## src/rtl/gpu_pixel_arbiter.sv

```systemverilog
// Fair two-requester pixel arbiter feeding one frame-buffer write port; accept->mem_wr_o latency 1 cycle.
// Backpressure: ready only while idle or on the mem_ack_i cycle, so back-to-back writes carry no bubble.
`ifndef WIDTH_BITS
`define WIDTH_BITS 10
`endif
`ifndef HEIGHT_BITS
`define HEIGHT_BITS 9
`endif
`ifndef CHANNEL_BITS
`define CHANNEL_BITS 8
`endif

module gpu_pixel_arbiter #(
  parameter int SCREEN_W  = 640,
  parameter int SCREEN_H  = 480,
  parameter int ADDR_BITS = 19
) (
  input  logic                       clk,
  input  logic                       rst,
  input  logic                       line_valid_i,
  input  logic [`WIDTH_BITS-1:0]     line_x_i,
  input  logic [`HEIGHT_BITS-1:0]    line_y_i,
  input  logic [3*`CHANNEL_BITS-1:0] line_rgb_i,
  output logic                       line_ready_o,
  input  logic                       fill_valid_i,
  input  logic [`WIDTH_BITS-1:0]     fill_x_i,
  input  logic [`HEIGHT_BITS-1:0]    fill_y_i,
  input  logic [3*`CHANNEL_BITS-1:0] fill_rgb_i,
  output logic                       fill_ready_o,
  output logic                       mem_wr_o,
  output logic [ADDR_BITS-1:0]       mem_addr_o,
  output logic [3*`CHANNEL_BITS-1:0] mem_data_o,
  input  logic                       mem_ack_i,
  output logic                       idle_o,
  output logic                       drop_o,
  input  logic                       clear_cnt_i,
  output logic [15:0]                pix_cnt_o
);
  localparam int PW = 3*`CHANNEL_BITS;
  localparam logic [31:0] W32 = SCREEN_W;
  localparam logic [31:0] H32 = SCREEN_H;

  typedef enum logic {IDLE, WRITE} state_e;
  typedef enum logic {GNT_LINE, GNT_FILL} gnt_e;
  typedef struct packed {
    logic [ADDR_BITS-1:0] addr;
    logic [PW-1:0]        data;
  } wr_t;

  state_e state_q, state_d;
  gnt_e   last_grant_q, last_grant_d;
  wr_t    wr_q, wr_d;
  logic   drop_q, drop_d;
  logic [15:0] pix_cnt_q, pix_cnt_d;

  logic                    window, pick_line, accept, in_range, write_done;
  logic [`WIDTH_BITS-1:0]  sel_x;
  logic [`HEIGHT_BITS-1:0] sel_y;
  logic [PW-1:0]           sel_rgb;
  logic [ADDR_BITS-1:0]    sel_addr;

  always_comb begin
    window       = !rst && ((state_q == IDLE) || mem_ack_i);
    pick_line    = line_valid_i && (!fill_valid_i || (last_grant_q == GNT_FILL));
    line_ready_o = window && pick_line;
    fill_ready_o = window && fill_valid_i && !pick_line;
    accept       = line_ready_o || fill_ready_o;
    write_done   = (state_q == WRITE) && mem_ack_i;

    sel_x   = pick_line ? line_x_i   : fill_x_i;
    sel_y   = pick_line ? line_y_i   : fill_y_i;
    sel_rgb = pick_line ? line_rgb_i : fill_rgb_i;
    // Modular product: the low ADDR_BITS equal those of the full-width y*W+x.
    sel_addr = ADDR_BITS'(sel_y) * ADDR_BITS'(SCREEN_W) + ADDR_BITS'(sel_x);
    in_range = (32'(sel_x) < W32) && (32'(sel_y) < H32);
  end

  always_comb begin
    state_d      = state_q;
    last_grant_d = last_grant_q;
    wr_d         = wr_q;
    drop_d       = 1'b0;
    pix_cnt_d    = pix_cnt_q;

    if (write_done) state_d = IDLE;
    if (accept) begin
      wr_d.addr    = sel_addr;
      wr_d.data    = sel_rgb;
      last_grant_d = pick_line ? GNT_LINE : GNT_FILL;
      if (in_range) state_d = WRITE;
      else          drop_d  = 1'b1;
    end

    // Clear wins over a same-cycle completion.
    if (clear_cnt_i)                              pix_cnt_d = '0;
    else if (write_done && pix_cnt_q != 16'hFFFF) pix_cnt_d = pix_cnt_q + 16'd1;
  end

  always_ff @(posedge clk or posedge rst) begin
    if (rst) begin
      state_q      <= IDLE;
      last_grant_q <= GNT_FILL;
      wr_q         <= '0;
      drop_q       <= 1'b0;
      pix_cnt_q    <= '0;
    end else begin
      state_q      <= state_d;
      last_grant_q <= last_grant_d;
      wr_q         <= wr_d;
      drop_q       <= drop_d;
      pix_cnt_q    <= pix_cnt_d;
    end
  end

  assign mem_wr_o   = (state_q == WRITE);
  assign mem_addr_o = wr_q.addr;
  assign mem_data_o = wr_q.data;
  assign drop_o     = drop_q;
  assign pix_cnt_o  = pix_cnt_q;
  assign idle_o     = (state_q == IDLE) && !line_valid_i && !fill_valid_i && !drop_q;

endmodule

```

## config.mk

```make
export PLATFORM = sky130hd
export DESIGN_NAME = gpu_pixel_arbiter
export DESIGN_NICKNAME = d
export VERILOG_FILES = /design/src/rtl/gpu_pixel_arbiter.sv
export SDC_FILE = /design/constraint.sdc
export NUM_CORES = 1
export LEC_CHECK = 0
export CORE_MARGIN = 1
export CORE_UTILIZATION = 31
export DETAILED_ROUTE_END_ITERATION = 7
export MAX_ROUTING_LAYER = met4
export REMOVE_ABC_BUFFERS = 1
export SLEW_MARGIN = 20
export SYNTH_ARGS = -nofsm -noshare
export SYNTH_HDL_FRONTEND = slang
export SYNTH_SLANG_ARGS = --single-unit
```

## constraint.sdc

```tcl
create_clock -name clk -period 4 [get_ports clk]
set_clock_uncertainty 0.15 [all_clocks]
set_input_delay 0.8 -clock clk [delete_from_list [all_inputs] [get_ports clk]]
set_output_delay 0.8 -clock clk [all_outputs]
set_load 0.02 [all_outputs]
```

==> results by group <==
Run status
  – Result of the run: finished, violations left
  – Failing checks: design-rule violations

STA
  – Number of hold violations in the final report: 0
  – Number of setup violations in the final report: 0
  – Period utilisation layout: 0.906
  – Highest clock rate: 276 MHz
  – TNS Setup: 0 ps
  – Max-Slew Margin vs Limit: 0.420
  – Final-report max-slew violation count: 0
  – Slew of the pin with the lowest slew margin: 869 ps
  – Crit path time final: 3620 ps
  – Setup slack after layout: 375 ps
  – RSZ-0062 raised after global routing: no
  – Worst hold-check slack: 325 ps

CTS
  – Clock-pin slew reported for the worst setup and hold paths after clock tree synthesis: 60 ps
  – H-Tree Level Count: 3
  – Sinks on the clock net: 62
  – Number of buffers created by CTS: 9
  – Clock insertion delay at the later pin of the skew report: 320 ps
  – CTS Root Cell: sky130_fd_sc_hd__clkbuf_16
  – Largest buffer count on any clock path: 2
  – Hold_buf cts: 0
  – TritonCTS clock tree: yes

Global route
  – Antenna violations before repair: 0
  – Met1 track demand over resource in global routing: 0.207
  – GR Overflow Total: 0
  – Via count of the first global-routing pass: 3608
  – Met3 Usage GRT: 0.0475
  – Global-route wire length before repair: 17200 um
  – GR Layer Usage met2: 0.295
  – Largest net degree at the start of global routing: 51
  – Combined global-route utilization of all metal layers: 0.174
  – Busiest metal layer after global routing: met2

Setup path
  – Critical path capture point type: flop
  – Arrival @ worst endpoint: 3680 ps
  – Required time of the worst setup path: 4050 ps
  – Crit path launch type: input port
  – Critical setup path kind: input port to flop
  – Top fanout value on the critical path: 6

Die
  – Cell Rows: 39
  – Total die area: 12600 sq um
  – Area inside the core boundary: 11600 sq um
  – Initial Utilization: 0.324
  – Height of the die: 112 um
  – Die X-Extent: 112 um
  – I/O pin count: 156

Route
  – WL/cell: 14.1 um
  – Post-Route WL: 10200 um
  – ANT nets after route: 0
  – Initial DRC Count: 103
  – Detailed-routing iteration count for the pre-antenna-repair pass: 8
  – Mean number of vias per cell: 4.83
  – DR DRC count: 8
  – Vias: 3504

Synth
  – Post-synthesis sequential element count: 62
  – Netlist area before placement: 3760 sq um
  – Most common flop cell mapped by yosys: sky130_fd_sc_hd__dfrtp_1
  – Total of warnings raised by yosys: 0
  – Synth cell types: 52
  – Synthesized area divided by synthesized cell count: 9.40 sq um
  – Portion of the post-synthesis area used by sequential elements: 0.413
  – Instance count of the mapped netlist: 400
  – Number of enable-type register cells in the synthesized netlist: 0
  – Share of synthesized registers carrying an async set or reset: 1.00

Place
  – Minimum setup slack after placement: -425 ps
  – Half-perimeter wire length of the detailed placement result: 7970 um
  – Global placement routability congestion: 0.876
  – Count of buffers from port buffering: 155
  – Post-detailed-placement cell area: 5650 sq um

Cells and area
  – Layout Area Growth over Synthesis: 60.0%
  – Multi-input gate area: 2160 sq um
  – Layout net count: 685
  – Share of cells above drive strength 1: 0.123
  – Total non-filler cell area in the finished layout: 6020 sq um
  – Antenna diode count: 0
  – Count of fill cells added during filler insertion: 1105
  – Most common library cell in the layout ignoring fill and taps: sky130_fd_sc_hd__clkdlybuf4s50_1
  – Sequential cell area in the final layout: 1550 sq um
  – Top library cells by usage in the layout, fill and taps aside: sky130_fd_sc_hd__clkdlybuf4s50_1, sky130_fd_sc_hd__nand2_1, sky130_fd_sc_hd__dfrtp_1, sky130_fd_sc_hd__o21ai_0, sky130_fd_sc_hd__mux2i_1

Hold path
  – Class of the worst hold path: flop to flop

Power and ir drop
  – Power density over the cells: 441 nW/um^2
  – Maximum ir drop on the vdd rail: 212 uV
  – Leakage component of the power: 2.65 nW

Flow run
  – Max_cap viols: 0
==> state kept, by name, summed over array words and instances, names as in the netlist <==
name          count
mem_data_o       24
mem_wr_o          1
drop_o            1
last_grant_q      1
pix_cnt_o        16
mem_addr_o       19
==> area by class of cell <==
cell class                      count  area share
Multi-Input combinational cell    311       0.360
Timing Repair Buffer              185       0.300
Sequential cell                    62       0.258
Clock buffer                       13      0.0433
Tap cell                          143      0.0297
Inverter                            9     0.00582
Clock inverter                      3     0.00354
==> cells in the mapped netlist, types with 5 or more instances <==
cell type,count,area (sq um)
sky130_fd_sc_hd__nand2_1,63,236
sky130_fd_sc_hd__inv_1,8,30.0
sky130_fd_sc_hd__dfrtp_1,61,1530
sky130_fd_sc_hd__a211oi_1,5,37.5
sky130_fd_sc_hd__mux2_2,5,56.3
sky130_fd_sc_hd__xor2_1,21,184
sky130_fd_sc_hd__o21ai_0,48,240
sky130_fd_sc_hd__nand3_1,7,35.0
sky130_fd_sc_hd__nor2_1,32,120
sky130_fd_sc_hd__buf_2,5,25.0
sky130_fd_sc_hd__clkbuf_1,12,45.0
sky130_fd_sc_hd__nand4_1,11,68.8
sky130_fd_sc_hd__a21oi_1,5,25.0
sky130_fd_sc_hd__mux2i_1,38,380
sky130_fd_sc_hd__xnor2_1,11,96.3
sky130_fd_sc_hd__ha_1,13,163
==> path summary, 6_finish.rpt <==
| check | startpoint | endpoint | slack [ps] | depth (start not counted) |
|---|---|---|---|---|
| worst min-delay path | mem_addr_o[3]$_DFFE_PP0N_ | mem_addr_o[3]$_DFFE_PP0N_ | 320 | 2 |
| worst max register to register | last_grant_q$_DFFE_PP1N_ | mem_addr_o[16]$_DFFE_PP0N_ | 550 | 12 |
| min in group asynchronous | rst | mem_wr_o$_DFF_PP0_ | 890 | 2 |
| worst max-delay path | fill_valid_i | mem_addr_o[16]$_DFFE_PP0N_ | 380 | 14 |
| worst min register to register | mem_addr_o[3]$_DFFE_PP0N_ | mem_addr_o[3]$_DFFE_PP0N_ | 320 | 2 |
| max in group asynchronous | rst | mem_data_o[22]$_DFFE_PP0N_ | 2190 | 3 |
==> power breakdown <==
part | total [W] | leakage (nW) | switching [W] | internal [W]
sequential | 0.000821 | 0.789 | 0.0000738 | 0.000747
clock | 0.000715 | 0.136 | 0.000262 | 0.000453
combinational | 0.00112 | 1.72 | 0.000552 | 0.000565
==> cells by family after synthesis <==
| kind of cell | synth area share |
|---|---|
| muxes | 0.123 |
| xor gates and xnor gates | 0.0745 |
| DFF | 0.413 |
| buffers and inverters | 0.0286 |
| and+or+nand+nor | 0.157 |
| AOI/OAI and AO/OA | 0.150 |
| adders and majority gates | 0.0539 |
==> worst max-delay path: stages <==
cell and delay [ps]:
sky130_fd_sc_hd__dlymetal6s2s_1 130, sky130_fd_sc_hd__inv_2 60, sky130_fd_sc_hd__o21ai_4 140, sky130_fd_sc_hd__buf_12 140, sky130_fd_sc_hd__mux2_4 310, sky130_fd_sc_hd__ha_1 200
sky130_fd_sc_hd__ha_2 190, sky130_fd_sc_hd__fa_2 410, sky130_fd_sc_hd__a21o_1 230, sky130_fd_sc_hd__a21oi_2 160, sky130_fd_sc_hd__mux2_4 330, sky130_fd_sc_hd__o22ai_4 200
sky130_fd_sc_hd__mux2i_1 110, sky130_fd_sc_hd__a211o_1 270
==> metal layers <==
layer | wire length (um) | share of wire | vias up
met4 | 68 | 0.0067 | 0
met3 | 697 | 0.068 | 9
met1 | 4530 | 0.44 | 1629
met5 | 0 | 0 | -
li1 | - | - | 1762
met2 | 4910 | 0.48 | 104
==> metrics by stage <==
stage	power [W]	utilization	std cells
2_1_floorplan	0.00140	-	382
3_3_place_gp	0.00191	0.487	709
3_5_place_dp	0.00192	0.487	709
4_1_cts	0.00267	0.515	726
5_1_grt	0.00282	0.518	726
6_report	0.00265	0.518	726
==> timing repair <==
item / in CTS / in global routing
hold endpoints to repair: 0 / 0
endpoints found under the setup margin: 3 / 5
setup buffers: 1 / 0
resized for setup: 8 / 8
pin swaps: 4 / 4
(Power assumes the default switching activity.)
